File: config.mk
export PLATFORM = sky130hd
export DESIGN_NAME = join_result_drain
export DESIGN_NICKNAME = d
export VERILOG_FILES = /design/src/rtl/join_result_drain.sv
export SDC_FILE = /design/constraint.sdc
export NUM_CORES = 2
export LEC_CHECK = 0
export ABC_CLOCK_PERIOD_IN_PS = 13900
export CAP_MARGIN = 40
export CORE_UTILIZATION = 40
export DETAILED_ROUTE_END_ITERATION = 7
export PLACE_DENSITY = 0.53
export REMOVE_ABC_BUFFERS = 1
export SYNTH_ARGS = -nofsm -noshare
export SYNTH_HDL_FRONTEND = slang
export SYNTH_SLANG_ARGS = --single-unit
File: constraint.sdc
create_clock -name aclk -period 13.9 [get_ports aclk]
set_clock_uncertainty 0.1 [all_clocks]
set_input_delay 1.39 -clock aclk [delete_from_list [all_inputs] [get_ports aclk]]
set_output_delay 1.39 -clock aclk [all_outputs]
set_load 0.01 [all_outputs]
File: src/rtl/join_result_drain.sv
// -----------------------------------------------------------------------------
// join_result_drain
//
// Tail-end consumer of the join core chain's result path. Result pairs leaving
// the last join core stage are captured unconditionally whenever their valid
// bit (MSB) is set. They are buffered in a first-word-fall-through FIFO and
// presented downstream as an AXI4-Stream master with the valid bit stripped.
//
// The chain cannot be back-pressured combinationally. Instead, a registered
// stall is fed into the last stage's feedback input once occupancy reaches
// AFULL_THRESH. The space above the threshold absorbs the pairs that are
// still in flight while the stall ripples back through the stages.
//
// Parameters:
//   RESULT_PAIR_WIDTH  pair width; MSB = valid, low bits = payload
//   NUM_STAGES         join core stages in the chain (sets headroom)
//   FIFO_DEPTH         buffer entries; power of two, >= 2*NUM_STAGES+4
//   AFULL_THRESH       occupancy at or above which the stall is requested
//
// Ports:
//   aclk                          kernel clock
//   areset                        synchronous active-high reset
//   result_pair_input             pair from the last stage (valid = MSB)
//   result_stage_feedback_output  registered stall to the last stage
//   m_axis_tvalid/tready/tdata    AXI4-Stream master (payload only)
//   drain_idle                    FIFO empty and no valid input this cycle
//   overflow_sticky               a valid pair was dropped (cleared by reset)
//   result_count                  [JOIN_RESULT_DRAIN_COUNT_EN] pops, wraps
//   drop_count                    [JOIN_RESULT_DRAIN_COUNT_EN] drops, saturates
//
// Optional feature macro: JOIN_RESULT_DRAIN_COUNT_EN adds the two statistics
// counters and their ports. Without it, neither the ports nor the counters
// exist.
// -----------------------------------------------------------------------------
`ifndef PARA_RESULT_PAIR_WIDTH
`define PARA_RESULT_PAIR_WIDTH 65
`endif

module join_result_drain #(
    parameter int RESULT_PAIR_WIDTH = `PARA_RESULT_PAIR_WIDTH,
    parameter int NUM_STAGES        = 16,
    parameter int FIFO_DEPTH        = 64,
    parameter int AFULL_THRESH      = FIFO_DEPTH - 2*NUM_STAGES - 2
) (
    input  logic                         aclk,
    input  logic                         areset,
    input  logic [RESULT_PAIR_WIDTH-1:0] result_pair_input,
    output logic                         result_stage_feedback_output,
    output logic                         m_axis_tvalid,
    input  logic                         m_axis_tready,
    output logic [RESULT_PAIR_WIDTH-2:0] m_axis_tdata,
    output logic                         drain_idle,
`ifdef JOIN_RESULT_DRAIN_COUNT_EN
    output logic [31:0]                  result_count,
    output logic [15:0]                  drop_count,
`endif
    output logic                         overflow_sticky
);

    localparam int PW = $clog2(FIFO_DEPTH);
    localparam int CW = $clog2(FIFO_DEPTH + 1);
    localparam int DW = RESULT_PAIR_WIDTH - 1;

    // Storage and state
    logic [DW-1:0] mem_q [FIFO_DEPTH];
    logic [PW-1:0] wr_ptr_q, wr_ptr_d;
    logic [PW-1:0] rd_ptr_q, rd_ptr_d;
    logic [CW-1:0] count_q, count_d;
    logic          feedback_q, feedback_d;
    logic          overflow_q, overflow_d;

    logic          in_valid;
    logic          full;
    logic          push;
    logic          pop;
    logic          drop;

    // NOTE: every signal driven here gets a value before any condition, so no
    // path leaves it unassigned and no latch is inferred.
    always_comb begin
        in_valid   = result_pair_input[RESULT_PAIR_WIDTH-1];
        pop        = (count_q != '0) && m_axis_tready;
        full       = (count_q == CW'(FIFO_DEPTH));
        // A full FIFO still accepts a pair if the head leaves in the same cycle.
        push       = in_valid && (!full || pop);
        drop       = in_valid && full && !pop;

        wr_ptr_d   = wr_ptr_q + PW'(push);
        rd_ptr_d   = rd_ptr_q + PW'(pop);
        count_d    = count_q + CW'(push) - CW'(pop);

        // Stall follows next-state occupancy so it is asserted the cycle after
        // the threshold is reached, without waiting a further cycle.
        feedback_d = (count_d >= CW'(AFULL_THRESH));
        overflow_d = overflow_q || drop;
    end

    // NOTE: sequential state uses non-blocking assignments so every register
    // samples the pre-edge values, independent of statement order.
    always_ff @(posedge aclk) begin
        if (areset) begin
            wr_ptr_q   <= '0;
            rd_ptr_q   <= '0;
            count_q    <= '0;
            feedback_q <= 1'b0;
            overflow_q <= 1'b0;
        end else begin
            wr_ptr_q   <= wr_ptr_d;
            rd_ptr_q   <= rd_ptr_d;
            count_q    <= count_d;
            feedback_q <= feedback_d;
            overflow_q <= overflow_d;
        end
    end

    // NOTE: the storage array is deliberately not reset; entries are only
    // observable through count_q, which is reset, so stale contents are never
    // presented and the array can map onto plain RAM.
    always_ff @(posedge aclk) begin
        if (push) begin
            mem_q[wr_ptr_q] <= result_pair_input[DW-1:0];
        end
    end

    // First-word-fall-through: the head entry is always on tdata, and valid
    // comes from registered occupancy only (no input-to-output bypass).
    assign m_axis_tvalid                = (count_q != '0);
    assign m_axis_tdata                 = mem_q[rd_ptr_q];
    assign result_stage_feedback_output = feedback_q;
    assign overflow_sticky              = overflow_q;
    assign drain_idle                   = (count_q == '0) && !in_valid;

`ifdef JOIN_RESULT_DRAIN_COUNT_EN
    logic [31:0] result_count_q;
    logic [15:0] drop_count_q;

    always_ff @(posedge aclk) begin
        if (areset) begin
            result_count_q <= '0;
            drop_count_q   <= '0;
        end else begin
            if (pop) begin
                result_count_q <= result_count_q + 32'd1;
            end
            if (drop && (drop_count_q != 16'hFFFF)) begin
                drop_count_q <= drop_count_q + 16'd1;
            end
        end
    end

    assign result_count = result_count_q;
    assign drop_count   = drop_count_q;
`endif

endmodule

==> run_summary.xml <==
<?xml version="1.0" encoding="UTF-8"?>
<metrics>
  <group name="logic_synthesis">
    <metric name="synth_ff_type" unit="">sky130_fd_sc_hd__edfxtp_1</metric>
    <metric name="yosys_warnings" unit="">0</metric>
    <metric name="ys_types" unit="">58</metric>
    <metric name="netlist_instances" unit="">6804</metric>
    <metric name="synth_top_cells_by_area" unit="">sky130_fd_sc_hd__edfxtp_1, sky130_fd_sc_hd__mux4_2, sky130_fd_sc_hd__mux2i_1, sky130_fd_sc_hd__o22ai_1, sky130_fd_sc_hd__buf_6</metric>
    <metric name="synthesis.area" unit="mm^2">0.157</metric>
    <metric name="syn-mean-instance-area" unit="um^2">23.1</metric>
    <metric name="synth-seq-area-share" unit="%">78.5</metric>
    <metric name="synthDominantCellAreaShare" unit="%">78.2</metric>
    <metric name="async_set_or_reset_register_ratio_after_synthesis" unit="%">0</metric>
    <metric name="area_leader_netlist" unit="">sky130_fd_sc_hd__edfxtp_1</metric>
    <metric name="synth_edf_count" unit="">4096</metric>
    <metric name="synthesis_stage_register_bit_count" unit="">4117</metric>
  </group>
  <group name="final_layout">
    <metric name="final_nets" unit="">7435</metric>
    <metric name="synthToLayoutAreaGrowth" unit="%">15.3</metric>
    <metric name="layout.core_utilization" unit="%">46.5</metric>
    <metric name="drive_gt1_share" unit="%">26.9</metric>
    <metric name="fin_area" unit="mm^2">0.181</metric>
  </group>
  <group name="setup_path">
    <metric name="worst_r2r_endpoint" unit="">mem_q[4][34]$_DFFE_PP_</metric>
    <metric name="crit_path_max_incr_delay" unit="ns">0.83</metric>
    <metric name="critPathKind" unit="">reg -&gt; out</metric>
    <metric name="reg2reg_slack" unit="ns">8.69</metric>
    <metric name="critical_path.endpoint" unit="">m_axis_tdata[35]</metric>
    <metric name="crit_chain" unit="">buf_4, buf_12, buf_12, mux4_2, mux2i_1, a221oi_1, a32o_1, clkdlybuf4s50_1</metric>
    <metric name="cp-start-kind" unit="">flop</metric>
    <metric name="timing.critical_path.max_delay_family" unit="">buffers and inverters</metric>
    <metric name="worstReg2RegStart" unit="">count_q[4]$_SDFF_PP0_</metric>
    <metric name="critical_path.n_buffers_inverters" unit="">4</metric>
    <metric name="timing.critical_path.mode_cell" unit="">sky130_fd_sc_hd__buf_12</metric>
    <metric name="largest_fanout_of_any_net_on_the_critical_path" unit="">119</metric>
    <metric name="crit_required" unit="ns">12.41</metric>
    <metric name="critPathLaunch" unit="">rd_ptr_q[1]$_SDFF_PP0_</metric>
    <metric name="critPathCaptureType" unit="">primary output</metric>
    <metric name="cp.arrival" unit="ns">6.02</metric>
    <metric name="number_of_stages_on_the_worst_setup_path" unit="">8</metric>
    <metric name="ff2ff_path_depth" unit="">10</metric>
    <metric name="cp_slowest_cell" unit="">sky130_fd_sc_hd__dfxtp_4</metric>
  </group>
  <group name="die">
    <metric name="fp.dieW" unit="um">629</metric>
    <metric name="area_of_the_placeable_core" unit="mm^2">0.390</metric>
    <metric name="ioPinCount" unit="">136</metric>
    <metric name="die_h" unit="um">629</metric>
    <metric name="fp.dieArea" unit="mm^2">0.396</metric>
    <metric name="floorplan.initialDensity" unit="%">40.3</metric>
    <metric name="std_cell_rows" unit="">229</metric>
  </group>
  <group name="clock_network">
    <metric name="cts_num_sinks" unit="">4117</metric>
    <metric name="clk_root_buffer_cell" unit="">sky130_fd_sc_hd__clkbuf_16</metric>
    <metric name="tritoncts.num_buffers" unit="">428</metric>
    <metric name="ctsHtreeMaxLevel" unit="">5</metric>
    <metric name="deepest_clock_path_buffer_count" unit="">4</metric>
    <metric name="post_cts_hold_buffer_count" unit="">0</metric>
    <metric name="post_cts_resize_count" unit="">0</metric>
    <metric name="clock_latency" unit="ns">0.97</metric>
    <metric name="tritoncts" unit="">done</metric>
    <metric name="clkSlewWorstSetupHoldPaths" unit="ns">0.06</metric>
    <metric name="cts.repair_timing.setup_buffer_count" unit="">0</metric>
  </group>
  <group name="route">
    <metric name="remaining_drc_errors" unit="">0</metric>
    <metric name="routed_wl" unit="um">470000</metric>
    <metric name="viasPerCell" unit="">5.99</metric>
    <metric name="detail_route.wl_per_cell" unit="um">36.5</metric>
    <metric name="routed-via-count" unit="">77300</metric>
    <metric name="dr.first_iter.drc_count" unit="">9774</metric>
    <metric name="ant_nets" unit="">0</metric>
    <metric name="drt_pre_antenna_iters" unit="">5</metric>
  </group>
  <group name="place">
    <metric name="post-dp-hpwl" unit="um">254000</metric>
    <metric name="place_ws" unit="ns">7.32</metric>
    <metric name="placement.io_buffers" unit="">135</metric>
    <metric name="place.gp.congestion" unit="">0.756</metric>
    <metric name="placed_cell_area" unit="mm^2">0.168</metric>
  </group>
  <group name="power">
    <metric name="combinational_cell_fraction_of_total_power" unit="%">15.0</metric>
    <metric name="worst_ir_drop_vdd" unit="mV">0.118</metric>
    <metric name="internal_portion_of_total_power" unit="mW">22.1</metric>
    <metric name="leakage_dissipation" unit="nW">55.7</metric>
    <metric name="netSwitchingPower" unit="mW">6.96</metric>
    <metric name="overall_power" unit="mW">29.1</metric>
    <metric name="power_frac_seq" unit="%">47.4</metric>
    <metric name="power_density" unit="mW/mm^2">160</metric>
    <metric name="power.switching_fraction" unit="%">24.0</metric>
    <metric name="power_frac_clock" unit="%">37.6</metric>
  </group>
  <group name="sta">
    <metric name="timing.slew.headroom" unit="%">26.5</metric>
    <metric name="timing.fmax" unit="GHz">0.133</metric>
    <metric name="tmin_final" unit="ns">7.51</metric>
    <metric name="fin_hold_ws" unit="ns">0.392</metric>
    <metric name="final_setup_violations" unit="">0</metric>
    <metric name="postLayoutSetupSlackWorst" unit="ns">6.39</metric>
    <metric name="final_hold_viol_count" unit="">0</metric>
    <metric name="slew_violations" unit="">0</metric>
    <metric name="worst_pin_slew" unit="ns">1.10</metric>
    <metric name="rsz0062_at_grt" unit="">no</metric>
    <metric name="period_share" unit="%">54.0</metric>
  </group>
  <group name="outcome">
    <metric name="outcome" unit="">finished, final reports clean</metric>
  </group>
  <group name="grt">
    <metric name="combined_global_route_utilization_of_all_metal_layers" unit="%">23.5</metric>
    <metric name="global_route_wire_length_before_repair" unit="um">646000</metric>
    <metric name="number_of_global_route_vias_before_repair" unit="">78300</metric>
    <metric name="antenna_violations_before_repair" unit="">26</metric>
    <metric name="grt_overflow" unit="">0</metric>
    <metric name="grt_start_max_net_pins" unit="">129</metric>
  </group>
  <group name="worst_hold_path">
    <metric name="class_of_the_tightest_hold_or_removal_check" unit="">reg -&gt; reg</metric>
  </group>
  <group name="flow_run">
    <metric name="maxCapViolCount" unit="">0</metric>
  </group>
</metrics>
==> how the worst min path moves through the flow <==
stage	from	endpoint	slack [ns]	depth (start not counted)
3_3_place_gp	overflow_sticky$_SDFF_PP0_	overflow_sticky$_SDFF_PP0_	0.36	2
5_1_grt	overflow_sticky$_SDFF_PP0_	overflow_sticky$_SDFF_PP0_	0.42	2
3_5_place_dp	overflow_sticky$_SDFF_PP0_	overflow_sticky$_SDFF_PP0_	0.37	2
4_1_cts	overflow_sticky$_SDFF_PP0_	overflow_sticky$_SDFF_PP0_	0.39	2
6_report	overflow_sticky$_SDFF_PP0_	overflow_sticky$_SDFF_PP0_	0.39	2
2_1_floorplan	overflow_sticky$_SDFF_PP0_	overflow_sticky$_SDFF_PP0_	0.40	2
==> layer usage <==
metal	share of wire [%]	up-vias	track usage, %
met3	7.3	641	3.51
met5	0.020	-	0
li1	-	30300	-
met1	41	42900	32.7
met4	2.4	16	5.51
met2	49	3353	39.0
==> synthesized netlist by cell type, types with 19 or more instances <==
| library cell | n |
|---|---|
| sky130_fd_sc_hd__edfxtp_1 | 4096 |
| sky130_fd_sc_hd__buf_6 | 56 |
| sky130_fd_sc_hd__mux4_2 | 989 |
| sky130_fd_sc_hd__o221ai_1 | 47 |
| sky130_fd_sc_hd__a221oi_1 | 48 |
| sky130_fd_sc_hd__mux2i_1 | 359 |
| sky130_fd_sc_hd__buf_4 | 58 |
| sky130_fd_sc_hd__o21ai_0 | 86 |
| sky130_fd_sc_hd__buf_2 | 67 |
| sky130_fd_sc_hd__a22oi_1 | 22 |
| sky130_fd_sc_hd__a211o_1 | 20 |
| sky130_fd_sc_hd__a2111oi_0 | 42 |
| sky130_fd_sc_hd__inv_1 | 19 |
| sky130_fd_sc_hd__buf_1 | 55 |
| sky130_fd_sc_hd__a21oi_1 | 105 |
| sky130_fd_sc_hd__a211oi_1 | 19 |
| sky130_fd_sc_hd__nor2_1 | 105 |
| sky130_fd_sc_hd__clkbuf_1 | 139 |
| sky130_fd_sc_hd__nand2_1 | 164 |
| sky130_fd_sc_hd__o22ai_1 | 108 |
| sky130_fd_sc_hd__o21ai_1 | 19 |
| sky130_fd_sc_hd__dfxtp_1 | 21 |
==> layout by cell type (no fill, tap or decap), types with 86 or more instances in the layout <==
master                         n
sky130_fd_sc_hd__buf_4       201
sky130_fd_sc_hd__o21ai_0      86
sky130_fd_sc_hd__mux4_2      989
sky130_fd_sc_hd__o22ai_1     108
sky130_fd_sc_hd__clkbuf_1    105
sky130_fd_sc_hd__a21oi_1     105
sky130_fd_sc_hd__clkinv_1    104
sky130_fd_sc_hd__buf_12      104
sky130_fd_sc_hd__clkbuf_16   435
sky130_fd_sc_hd__edfxtp_1   4096
sky130_fd_sc_hd__mux2i_1     359
sky130_fd_sc_hd__nand2_1     163
==> registers in the layout (all words and copies together), names as in the netlist <==
name / cells
wr_ptr_q: 6
mem_q: 4096
overflow_sticky: 1
rd_ptr_q: 6
result_stage_feedback_output: 1
count_q: 7
==> power by group through the flow <==
| stage | Combinational (mW) | Sequential, mW | Clock (mW) |
|---|---|---|---|
| after floorplan | 4.89 | 14.4 | 0 |
| after global placement | 4.28 | 14.1 | 0 |
| after detailed placement | 4.43 | 14.0 | 0 |
| after CTS | 4.45 | 13.8 | 11.1 |
| after global routing | 4.65 | 13.8 | 11.5 |
| final | 4.36 | 13.8 | 10.9 |
==> worst reg2reg max path, delay by kind of cell, from the launching register on <==
family	cells	cell delay, ns
fa+ha+maj	1	0.19
buf+inv	3	1.66
flops	1	0.34
simple gates	6	2.43
==> per-stage QoR <==
| stage | setup TNS (ns) | instances |
|---|---|---|
| finish | 0 | 12900 |
| detailed placement | 0 | 12100 |
| global route | 0 | 12900 |
| CTS | 0 | 12900 |
| floorplan | -2469.04 | 6426 |
| global placement | 0 | 12000 |
==> logic make-up after synthesis <==
kind of cell    synth area share, %
fa+ha+maj                     0.108
mux                            16.6
simple gates                  0.909
xor+xnor                     0.0669
compound gates                 2.42
flops                          78.5
buf+inv                        1.43
==> cell type report <==
cell class	count	area, um^2
well taps	5197	6500
repair buffers	498	6090
fillers	32100	209000
clock inverters	230	1840
multi-input cells	2288	32100
clock buffers	540	11300
inverters	21	91.3
diodes	7	17.5
flip-flops and latches	4117	123000
Note: power is estimated with default switching activity, not from simulation.
